===== config.mk =====
export PLATFORM = sky130hd
export DESIGN_NAME = button_event_arbiter_flat
export DESIGN_NICKNAME = d
export VERILOG_FILES = /design/src/rtl/button_event_arbiter_if.sv /design/src/rtl/button_event_arbiter.sv /design/src/flat_wrapper.sv
export SDC_FILE = /design/constraint.sdc
export NUM_CORES = 1
export LEC_CHECK = 0
export BUFFER_PORTS_ARGS = -buffer_cell sky130_fd_sc_hd__clkbuf_2
export CAP_MARGIN = 20
export CORE_UTILIZATION = 50
export CTS_CLUSTER_DIAMETER = 30
export DETAILED_ROUTE_END_ITERATION = 8
export HOLD_SLACK_MARGIN = 0.15
export PLACE_DENSITY_LB_ADDON = 0.05
export SYNTH_ARGS = -nofsm -noshare
export SYNTH_HDL_FRONTEND = slang
export SYNTH_SLANG_ARGS = --single-unit

===== constraint.sdc =====
create_clock -name clk -period 2.7 [get_ports clk]
set_input_delay 0 -clock clk [delete_from_list [all_inputs] [get_ports clk]]
set_output_delay 0 -clock clk [all_outputs]
set_load 0.01 [all_outputs]

===== src/rtl/button_event_arbiter_if.sv =====
// button_event_arbiter_if: button levels in, press-event stream and status out.
interface button_event_arbiter_if #(
    parameter int N_BTN = 8,
    parameter int ID_W  = 3,
    parameter int CNT_W = 3
);
    logic [N_BTN-1:0] btn_db;
    logic             enable;
    logic             evt_ready;
    logic             evt_valid;
    logic [ID_W-1:0]  evt_id;
    logic [CNT_W-1:0] evt_count;
    logic             overflow;

    modport master (
        output btn_db, enable, evt_ready,
        input  evt_valid, evt_id, evt_count, overflow
    );

    modport slave (
        input  btn_db, enable, evt_ready,
        output evt_valid, evt_id, evt_count, overflow
    );
endinterface


===== src/rtl/button_event_arbiter.sv =====
// button_event_arbiter: rise-edge detect, pending-request arbitration and event FIFO.
// Define ARB_ROUND_ROBIN_EN for round-robin arbitration; fixed lowest-index priority otherwise.
module button_event_arbiter #(
    parameter int N_BTN      = 8,
    parameter int ID_W       = 3,
    parameter int FIFO_DEPTH = 4,
    parameter int CNT_W      = 3
) (
    input logic                   clk,
    input logic                   rst_n,
    button_event_arbiter_if.slave bus_if
);
    localparam int PTR_W = $clog2(FIFO_DEPTH);

    logic [N_BTN-1:0] btn_q, pend_q, pend_d, rise, gmask;
    logic [ID_W-1:0]  mem_q [FIFO_DEPTH];
    logic [PTR_W-1:0] wr_q, wr_d, rd_q, rd_d;
    logic [CNT_W-1:0] cnt_q, cnt_d;
    logic             ovf_q, ovf_d, full, push, pop;
    logic [ID_W-1:0]  g;

    assign rise  = bus_if.btn_db & ~btn_q;
    assign full  = cnt_q == CNT_W'(FIFO_DEPTH);
    assign push  = bus_if.enable && |pend_q && !full;
    assign pop   = bus_if.enable && cnt_q != '0 && bus_if.evt_ready;
    assign gmask = push ? N_BTN'(1) << g : '0;

`ifdef ARB_ROUND_ROBIN_EN
    logic [ID_W-1:0] arb_q;

    // Descending scan so the first pending index after arb_q is the last one assigned.
    always_comb begin
        g = '0;
        for (int k = N_BTN - 1; k >= 0; k--)
            if (pend_q[(int'(arb_q) + 1 + k) % N_BTN]) g = ID_W'((int'(arb_q) + 1 + k) % N_BTN);
    end

    always_ff @(posedge clk or negedge rst_n)
        if (!rst_n)    arb_q <= ID_W'(N_BTN - 1);
        else if (push) arb_q <= g;
`else
    always_comb begin
        g = '0;
        for (int k = N_BTN - 1; k >= 0; k--)
            if (pend_q[k]) g = ID_W'(k);
    end
`endif

    // A rise on a still-pending, ungranted bit merges into it and counts as a lost press.
    always_comb begin
        pend_d = bus_if.enable ? (pend_q & ~gmask) | rise : '0;
        ovf_d  = bus_if.enable && (ovf_q || |(rise & pend_q & ~gmask));
        cnt_d  = bus_if.enable ? cnt_q + CNT_W'(push) - CNT_W'(pop) : '0;
        wr_d   = bus_if.enable ? wr_q + PTR_W'(push) : '0;
        rd_d   = bus_if.enable ? rd_q + PTR_W'(pop) : '0;
    end

    always_ff @(posedge clk or negedge rst_n)
        if (!rst_n) begin
            btn_q  <= '0;
            pend_q <= '0;
            ovf_q  <= 1'b0;
            cnt_q  <= '0;
            wr_q   <= '0;
            rd_q   <= '0;
            for (int k = 0; k < FIFO_DEPTH; k++) mem_q[k] <= '0;
        end else begin
            btn_q  <= bus_if.btn_db;
            pend_q <= pend_d;
            ovf_q  <= ovf_d;
            cnt_q  <= cnt_d;
            wr_q   <= wr_d;
            rd_q   <= rd_d;
            if (push) mem_q[wr_q] <= g;
        end

    assign bus_if.evt_valid = cnt_q != '0;
    assign bus_if.evt_id    = mem_q[rd_q];
    assign bus_if.evt_count = cnt_q;
    assign bus_if.overflow  = ovf_q;
endmodule


===== src/flat_wrapper.sv =====
// flat-port wrapper written by rule: the top's interface ports become plain ports
module button_event_arbiter_flat 
#(
    parameter int N_BTN      = 8,
    parameter int ID_W       = 3,
    parameter int FIFO_DEPTH = 4,
    parameter int CNT_W      = 3
)
  (clk, rst_n, bus_if_btn_db, bus_if_enable, bus_if_evt_ready, bus_if_evt_valid, bus_if_evt_id, bus_if_evt_count, bus_if_overflow);
  button_event_arbiter_if #(.N_BTN(N_BTN), .ID_W(ID_W), .CNT_W(CNT_W)) bus_if_i ();
  input logic clk;
  input logic rst_n;
  input wire logic [$bits(bus_if_i.btn_db)-1:0] bus_if_btn_db;
  input wire logic [$bits(bus_if_i.enable)-1:0] bus_if_enable;
  input wire logic [$bits(bus_if_i.evt_ready)-1:0] bus_if_evt_ready;
  output wire logic [$bits(bus_if_i.evt_valid)-1:0] bus_if_evt_valid;
  output wire logic [$bits(bus_if_i.evt_id)-1:0] bus_if_evt_id;
  output wire logic [$bits(bus_if_i.evt_count)-1:0] bus_if_evt_count;
  output wire logic [$bits(bus_if_i.overflow)-1:0] bus_if_overflow;
  assign bus_if_i.btn_db = bus_if_btn_db;
  assign bus_if_i.enable = bus_if_enable;
  assign bus_if_i.evt_ready = bus_if_evt_ready;
  assign bus_if_evt_valid = bus_if_i.evt_valid;
  assign bus_if_evt_id = bus_if_i.evt_id;
  assign bus_if_evt_count = bus_if_i.evt_count;
  assign bus_if_overflow = bus_if_i.overflow;
  button_event_arbiter #(.N_BTN(N_BTN), .ID_W(ID_W), .FIFO_DEPTH(FIFO_DEPTH), .CNT_W(CNT_W)) u_core (.clk(clk), .rst_n(rst_n), .bus_if(bus_if_i));
endmodule

# After elaboration in Yosys (flattened, before gate mapping)
# Index checks and enable logic that the tools add are counted.
totals:
  elab_cells: 58
  register_bits: 36
  input_bits: 12
op_classes:
  n_addsub: 4
  bitwise: 9
  n_shift: 1
  muxes: 19
  eq_ne: 1
  order_cmp: 3
  n_reduce_logical: 11
op_table:
  columns: ["operator", "n"]
  rows:
  - ["two-way mux 3 bit", 12]
  - ["bitwise AND 8 bit", 4]
  - ["two-way mux 8 bit", 2]
  - ["NOT 8 bit", 2]
  - ["OR reduction 8 bit", 2]
  - ["bitwise mux 12 bit", 1]
  - ["OR 8 bit", 1]
  - ["left shift 1 x 3 -> 8 bit, first input constant", 1]
  - ["binary-select mux 3 bit (select 2 bit)", 1]
  - ["demux 3 bit (select 2 bit)", 1]
  - [">= comparator 3 bit, second input constant", 2]
  - ["logical AND 1 bit", 6]
  - ["NOT 2 -> 3 bit", 2]
  - ["adder 2 x 1 -> 2 bit", 2]
  - ["two-way mux 2 bit", 2]
  - ["adder 3 x 1 -> 3 bit", 1]
  - ["== test 3 bit, second input constant", 1]
  - ["< comparator 3 x 1 -> 1 bit, second input constant", 1]
  - ["nonzero test 3 bit", 1]
  - ["subtractor 3 x 1 -> 3 bit", 1]
  - ["logical NOT 1 bit", 1]
  - ["logical OR 1 bit", 1]

# Logic depth before layout (Yosys ltp)
# Gate-level depths: netlist of run 1.
logic_depth:
  word_depth: 15
  depth_mapped: 8

# Least setup slack after synthesis of run 1
# OpenSTA, ideal clock, no wires.
synth_timing:
  kind: "reg-to-reg"
  from: "register u_core.cnt_q[1], in the netlist u_core.bus_if.evt_count[1]"
  to: "register u_core.cnt_q[2], in the netlist u_core.bus_if.evt_count[2]"
  n_path_buf: 0
  stages_incl_launch_ff: 9
  t_arrival_ns: 2.123
  slack_ns: 0.446
  required_time_ns: 2.568
  cell_sequence: "dfrtp_1 > or3_1 > and3_1 > ha_1 > inv_1 > ha_1 > fa_1 > xnor2_1 > nor2_1"
synth_rtl:
  columns: ["item", "line", "text"]
  rows:
  - ["start, declared", "button_event_arbiter.sv:18", "logic [CNT_W-1:0] cnt_q, cnt_d;"]
  - ["start signal, assigned", "button_event_arbiter.sv:71", "cnt_q <= cnt_d;"]
  - ["nonzero test 3 bit", null, null]
  - ["via bus_if_evt_valid", "flat_wrapper.sv:16", "output wire logic [$bits(bus_if_i.evt_valid)-1:0] bus_if_evt_valid;"]
  - ["logical AND 1 bit (2 in a row)", "button_event_arbiter.sv:25", "assign pop = bus_if.enable && cnt_q != '0 && bus_if.evt_ready;"]
  - ["subtractor 3 x 1 -> 3 bit", "button_event_arbiter.sv:53", "cnt_d = bus_if.enable ? cnt_q + CNT_W'(push) - CNT_W'(pop) : '0;"]
  - ["two-way mux 3 bit", "button_event_arbiter.sv:53", null]
  - ["via u_core.cnt_d[2]", "button_event_arbiter.sv:18", null]
# The timed path passes the listed nets, and every way through them passes these cells.
# A chain may end at the register's enable or synchronous reset.

# Worst setup path in the final report of run 1
layout_timing:
  from: "register u_core.cnt_q[1], in the netlist u_core.bus_if.evt_count[1]"
  to: "register u_core.cnt_q[2], in the netlist u_core.bus_if.evt_count[2]"
layout_via:
  elab_chain_cells: 6
layout_rtl:
  columns: ["item", "line", "text"]
  rows:
  - ["== test 3 bit", "button_event_arbiter.sv:23", "assign full = cnt_q == CNT_W'(FIFO_DEPTH);"]
  - ["logical NOT 1 bit", "button_event_arbiter.sv:24", "assign push = bus_if.enable && |pend_q && !full;"]
  - ["logical AND 1 bit", "button_event_arbiter.sv:24", null]
  - ["adder 3 x 1 -> 3 bit", "button_event_arbiter.sv:53", null]
  - ["subtractor 3 x 1 -> 3 bit (*)", "button_event_arbiter.sv:53", null]
  - ["two-way mux 3 bit (*)", "button_event_arbiter.sv:53", null]
  - ["via u_core.cnt_d[2]", "button_event_arbiter.sv:18", null]
# The timed path passes the listed nets; every way through them passes the cells marked *.

==> results.ini, run 1 <==
[cells_and_area]
drive_above_1_share_pct = 25.1
layout_commonest_cell = dfrtp_1
diodes = 0
syn2layout_area_growth_pct = 17.2
utilization_pct = 63.9
layout_common_cells = dfrtp_1 (36), clkbuf_2 (19), mux2_2 (12)
nets = 196

[routing]
detail_route.first_pass.iterations = 4
ant_nets = 0
wirelength_mm = 3.09
avgViaCountPerCell = 5.33
dr.first_iter.drc_count = 35
drc_errors = 0
num_vias = 1189
avgRoutedWirePerCell_um = 13.9

[setup_path]
cp-end-kind = flip-flop
cp_slowest_stage_delay_ns = 0.44
timing.critical_path.cells = or3_1 -> and3_1 -> ha_1 -> inv_1 -> ha_1 -> fa_1 -> xnor2_1 -> nor2_1
critPathKind = reg2reg
path_buf_inv = 1
path_max_fanout = 5
path_delay_family = adder cells
critPathLaunchType = flip-flop
reg2reg_from = u_core.bus_if.evt_count[1]$_DFF_PN0_
required_ns = 2.91
crit_path_frequent_cell = ha_1
cp_slowest_cell = dfrtp_1
worst_r2r_path_depth = 8
critPathArrivalTime_ns = 2.50
crit_start = u_core.bus_if.evt_count[1]$_DFF_PN0_
rrSetupSlack_ns = 0.41
r2r-end = u_core.bus_if.evt_count[2]$_DFF_PN0_

[logic_synthesis]
syn_area_mm2 = 0.00172
async_flop_share_pct = 100
synth-seq-cells = 36
synth_compound_area_share_pct = 11.9
syn_area_per_cell_um2 = 11.9
synthSimpleGateAreaFrac_pct = 15.5
synthAdderAreaFrac_pct = 4.07
muxShareOfSynthArea_pct = 11.8
ys.flop_type = dfrtp_1
synthCells = 145
ys_seq_area_share_pct = 52.4
yosysWarnings = 0
yosysUniqueCellTypes = 38
synth-xor-area-share_pct = 2.04
synth-edff-count = 0
syn_nets = 162
synth_top_family_by_area = simple AND/OR/NAND/NOR gates

[timing]
finalCriticalPeriod_ns = 2.29
post-route-period-util_pct = 84.6
finalHoldViolCount = 0
slew_violations = 0
setup_viol = 0
whs_ns = 0.161
rsz0062_at_grt = false
fmax_ghz = 0.438
fin_ws_ns = 0.415
fin_setup_tns_ns = 0
worst_slew_pin_slew_ns = 0.872
relSlewSlack_pct = 41.9
clock_skew_ns = 0.00705

[grt]
grt_pass1_vias = 1118
track_usage_pct = 20.1
grt_pass1_wl_mm = 5.17
grt_max_degree = 37
grt.overflow.total = 0
antenna_found_initial = 0

[clocking]
cts_buffers = 5
cts-root-buf = clkbuf_4
insertion_delay_ns = 0.33
htreeDepth = 2
cts_tree = yes
cts_setup_buffers = 0
clk_pin_slew_ns = 0.10
clk_path_buf_depth = 2
clock_sinks = 36

[placement]
gp_congestion = 0.766
dp_slack_ns = 0.219
dp_hpwl_mm = 2.21
io_buffers = 19

[floorplan]
placementRows = 20
die_area_mm2 = 0.00368
initial_core_util_pct = 54.6
dieWidth_um = 60.7
fp.dieH_um = 60.7
io-pin-count = 20
core_mm2 = 0.00315

[min_path]
hold_end = u_core.rd_q[0]$_DFF_PN0_
min_from = bus_if_evt_ready
min_path_type = in2reg
hold_depth = 4

[power]
powerDensity_mw_per_mm2 = 765
ir_drop_v = 0.000445
leakage_nw = 0.936
total_power_w = 0.00154

[run_status]
status = completed

[run]
maxCapViolCount = 0

## synth_stat cells (all sizes together) (2+ instances only)
master  count  area, µm²
inv         7       26.3
xnor2       4       35.0
dfrtp      36        901
nor4        2       27.5
nor2b       6       37.5
a21boi      2       15.0
and2        4       25.0
o21ai       4       20.0
nand2       5       18.8
and3        2       12.5
a21oi      10       50.1
ha          4       50.1
nand2b      4       25.0
clkbuf      2       8.75
nand3b      2       15.0
nor3b       2       15.0
mux2       12        135
o21a        4       30.0
nor2       11       41.3
o31a        2       17.5
nor3        2       10.0
nand3       2       10.0
mux4        3       67.6
## per-layer routing
metal,wire (µm),up-vias,global-route usage [%]
met5,0,-,0
li1,-,585,-
met4,46,0,6.82
met2,1370,23,31.6
met1,1550,574,26.6
met3,123,7,6.40
## stage by stage
stage                     instances  area [µm²]
after floorplan                 145        1720
after global placement          206        1860
after detailed placement        206        1860
after CTS                       223        2010
after global routing            223        2020
final                           223        2020
## state kept, by name (all words and copies together) (netlist names)
signal	cells
u_core.mem_q	12
u_core.btn_q	8
u_core.pend_q	8
u_core.bus_if.evt_count	3
u_core.rd_q	2
u_core.wr_q	2
u_core.bus_if.overflow	1
## cells by family (layout without fill, tap and decap cells)
kind of cell / Yosys count / in the layout
DFF: 36 / 36
xor gates and xnor gates: 4 / 4
buffers and inverters: 10 / 44
muxes: 15 / 15
AOI/OAI and AO/OA: 30 / 30
adders and majority gates: 5 / 5
and+or+nand+nor: 45 / 45
## worst reg2reg max path, stage by stage (launching register included)
cell	delay, ns
dfrtp_1	0.44
or3_1	0.41
and3_1	0.21
ha_1	0.28
inv_1	0.04
ha_1	0.18
fa_1	0.38
xnor2_1	0.17
nor2_1	0.05
## report_power, final
group,total [W],switching [W],internal [W]
Clock,0.000258,0.000163,0.0000958
Sequential,0.000755,0.0000939,0.000661
Combinational,0.000528,0.000243,0.000285
Total,0.00154,0.000500,0.00104
## area by class of cell
cell class / instances / area (µm²)
Fill cell: 263 / 1140
Sequential cell: 36 / 901
Timing Repair Buffer: 30 / 203
Multi-Input combinational cell: 99 / 785
Clock buffer: 6 / 41.3
Clock inverter: 1 / 5.00
Inverter: 7 / 26.3
Tap cell: 44 / 55.1
## how the worst max path moves through the flow
stage / endpoint / cells after the start / slack [ns]
final: u_core.bus_if.evt_count[2]$_DFF_PN0_ / 8 / 0.41
after detailed placement: u_core.bus_if.evt_count[2]$_DFF_PN0_ / 6 / 0.22
after global routing: u_core.bus_if.evt_count[2]$_DFF_PN0_ / 8 / 0.27
after global placement: u_core.bus_if.evt_count[2]$_DFF_PN0_ / 6 / 0.38
after floorplan: u_core.bus_if.evt_count[2]$_DFF_PN0_ / 8 / 0.45
after CTS: u_core.bus_if.evt_count[2]$_DFF_PN0_ / 6 / 0.20
## timing repair
item / CTS / global route
resized for setup: 0 / 1
hold buffers: 10 / 0
endpoints found under the hold margin: 57 / 0
endpoints found under the setup margin: 0 / 1
Note: power is estimated with default switching activity, not from simulation.
==> inputs of run 2 (changes only) <==
==> constraint.sdc (replaced) <==
create_clock -name clk -period 1.9 [get_ports clk]
set_input_delay 0 -clock clk [delete_from_list [all_inputs] [get_ports clk]]
set_output_delay 0 -clock clk [all_outputs]
set_load 0.01 [all_outputs]
==> run 2 against run 1 <==
The run now ends with setup timing left. Worst setup slack got worse by 0.62 ns. Die area is the same. Maximum frequency is 8.5% higher. Clock power increased by 78%. Global-route usage rose by 3.6 points. Via count rose by 8.9%. Cell area up 14%. Non-clock buffer count is 21 higher. Power rose by 68%. Sequential share of layout area is 5.6 points lower. Clock-buffer cell count grew 2. Wire length grew 17%.
==> results.ini, run 2 (synthesized netlist as in run 1, its figures left out) <==
[placement]
io_buffers = 19  ; unchanged
dp_hpwl_mm = 2.50  ; +13%
gp_congestion = 0.759  ; -0.95%
place_inst = 225  ; +9.2%
dp_slack_ns = -0.213  ; -0.432 ns
dpl_cell_area_mm2 = 0.00205  ; +10%

[floorplan]
placementRows = 20  ; unchanged
die_area_mm2 = 0.00368  ; unchanged
io-pin-count = 20  ; unchanged
initial_core_util_pct = 54.6  ; unchanged
core_mm2 = 0.00315  ; unchanged
fp.dieH_um = 60.7  ; unchanged
dieWidth_um = 60.7  ; unchanged

[clocking]
cts_tree = yes
clk_pin_slew_ns = 0.11  ; about the same
insertion_delay_ns = 0.34  ; about the same
clk_path_buf_depth = 2  ; unchanged
clock_sinks = 36  ; unchanged
cts_buffers = 5  ; unchanged
htreeDepth = 2  ; unchanged
cts-root-buf = clkbuf_4

[timing]
setup_viol = 4  ; +4
worst_slew_pin_slew_ns = 0.875  ; +0.00343 ns
relSlewSlack_pct = 41.7  ; -0.23 points
finalCriticalPeriod_ns = 2.11  ; -0.180 ns
slew_violations = 0  ; unchanged
fmax_ghz = 0.475  ; +8.5%
finalHoldViolCount = 0  ; unchanged
rsz0062_at_grt = true
clock_skew_ns = 0.00894  ; +0.00189 ns
fin_ws_ns = -0.205  ; -0.620 ns
post-route-period-util_pct = 111  ; +26 points

[min_path]
min_path_type = in2reg
min_from = bus_if_evt_ready

[routing]
avgRoutedWirePerCell_um = 14.8  ; +6.9%
avgViaCountPerCell = 5.29  ; -0.87%
detail_route.first_pass.iterations = 4  ; unchanged
num_vias = 1295  ; +8.9%
drc_errors = 0  ; unchanged
dr.first_iter.drc_count = 55  ; +57%
ant_nets = 0  ; unchanged
wirelength_mm = 3.63  ; +17%

[run]
maxCapViolCount = 0  ; unchanged

[power]
ir_drop_v = 0.000813  ; +82%
leakage_nw = 1.06  ; +14%
powerDensity_mw_per_mm2 = 1130  ; +47%

[grt]
grt.overflow.total = 0  ; unchanged
track_usage_pct = 23.7  ; +3.6 points
grt_max_degree = 37  ; unchanged
grt_pass1_wl_mm = 6.15  ; +19%
antenna_found_initial = 0  ; unchanged
grt_pass1_vias = 1330  ; +19%

[cells_and_area]
drive_above_1_share_pct = 39.8  ; +15 points
fin_cells = 245  ; +9.9%
layout_common_cells = dfrtp_1 (35), buf_4 (20), clkbuf_2 (19)
largest-register = u_core.mem_q
utilization_pct = 73.1  ; +9.2 points
fin_area_mm2 = 0.00230  ; +14%
diodes = 0  ; unchanged
largest_reg_flops = 12  ; unchanged
nets = 217  ; +11%
layout_commonest_cell = dfrtp_1
top_regs = u_core.mem_q: 12 flops, u_core.btn_q: 8 flops, u_core.pend_q: 8 flops
syn2layout_area_growth_pct = 34.0

[run_status]
status = finished, violations left
violations = setup timing

[setup_path]
required_ns = 2.18  ; -0.73 ns
critPathKind = reg2reg
reg2reg_from = u_core.bus_if.evt_count[1]$_DFF_PN0_
path_max_fanout = 2  ; -3
critPathArrivalTime_ns = 2.38  ; -0.12 ns
critPathLaunchType = flip-flop
cp-end-kind = flip-flop
crit_start = u_core.bus_if.evt_count[1]$_DFF_PN0_

==> run 2: worst max-delay path, stage by stage (launching register included) <==
cell     delay (ns)
dfrtp_2        0.42
or3_4          0.37
and3_4         0.19
ha_4           0.25
inv_2          0.04
ha_4           0.15
fa_2           0.51
and2_1         0.12
==> run 2: metrics by stage <==
step	hold slack [ns]	power [W]	TNS, ns
2_1_floorplan	-0.296	0.00165	-0.531
3_3_place_gp	0.120	0.00197	-0.869
3_5_place_dp	0.122	0.00202	-1.17
4_1_cts	0.278	0.00253	-0.539
5_1_grt	0.310	0.00277	-0.785
6_report	0.276	0.00259	-0.449
==> run 2: what timing repair did <==
item	CTS	global route
setup buffers	2	0
endpoints found under the setup margin	13	16
pin swaps	3	5
hold endpoints to repair	58	0
hold buffers	10	0
gates resized for setup	6	9
==> run 2: final timing paths <==
kind | endpoint | slack, ns | depth (start not counted)
setup / recovery | u_core.bus_if.evt_count[1]$_DFF_PN0_ | -0.21 | 7
hold / removal | u_core.rd_q[0]$_DFF_PN0_ | 0.28 | 5
setup reg to reg | u_core.bus_if.evt_count[1]$_DFF_PN0_ | -0.21 | 7
hold reg to reg | u_core.mem_q[2]$_DFFE_PN0P_ | 0.51 | 1
max in group asynchronous | u_core.bus_if.evt_count[1]$_DFF_PN0_ | 1.00 | 2
min in group asynchronous | u_core.btn_q[1]$_DFF_PN0_ | 0.31 | 2
==> run 2: power by group <==
| group | leakage [nW] | internal (W) | total, W | switching (W) |
|---|---|---|---|---|
| Clock | 0.0386 | 0.000218 | 0.000460 | 0.000242 |
| Combinational | 0.564 | 0.000607 | 0.00108 | 0.000468 |
| Sequential | 0.461 | 0.000941 | 0.00106 | 0.000117 |
| Total | 1.06 | 0.00177 | 0.00259 | 0.000828 |
==> run 2: layer usage <==
metal | vias up | global-route usage (%) | share of wire, %
li1 | 628 | - | -
met1 | 640 | 30.4 | 45
met2 | 22 | 39.1 | 51
met3 | 5 | 5.97 | 2.6
met4 | 0 | 8.44 | 1.4
met5 | - | 0 | 0
==> run 2: final cells by class <==
cell class                 count  area, µm²
multi-input combinational     99        885
sequential                    36        902
inverter                       7       26.3
tap                           44       55.1
fill                         245        848
clock buffer                   8       68.8
timing repair buffer          51        368
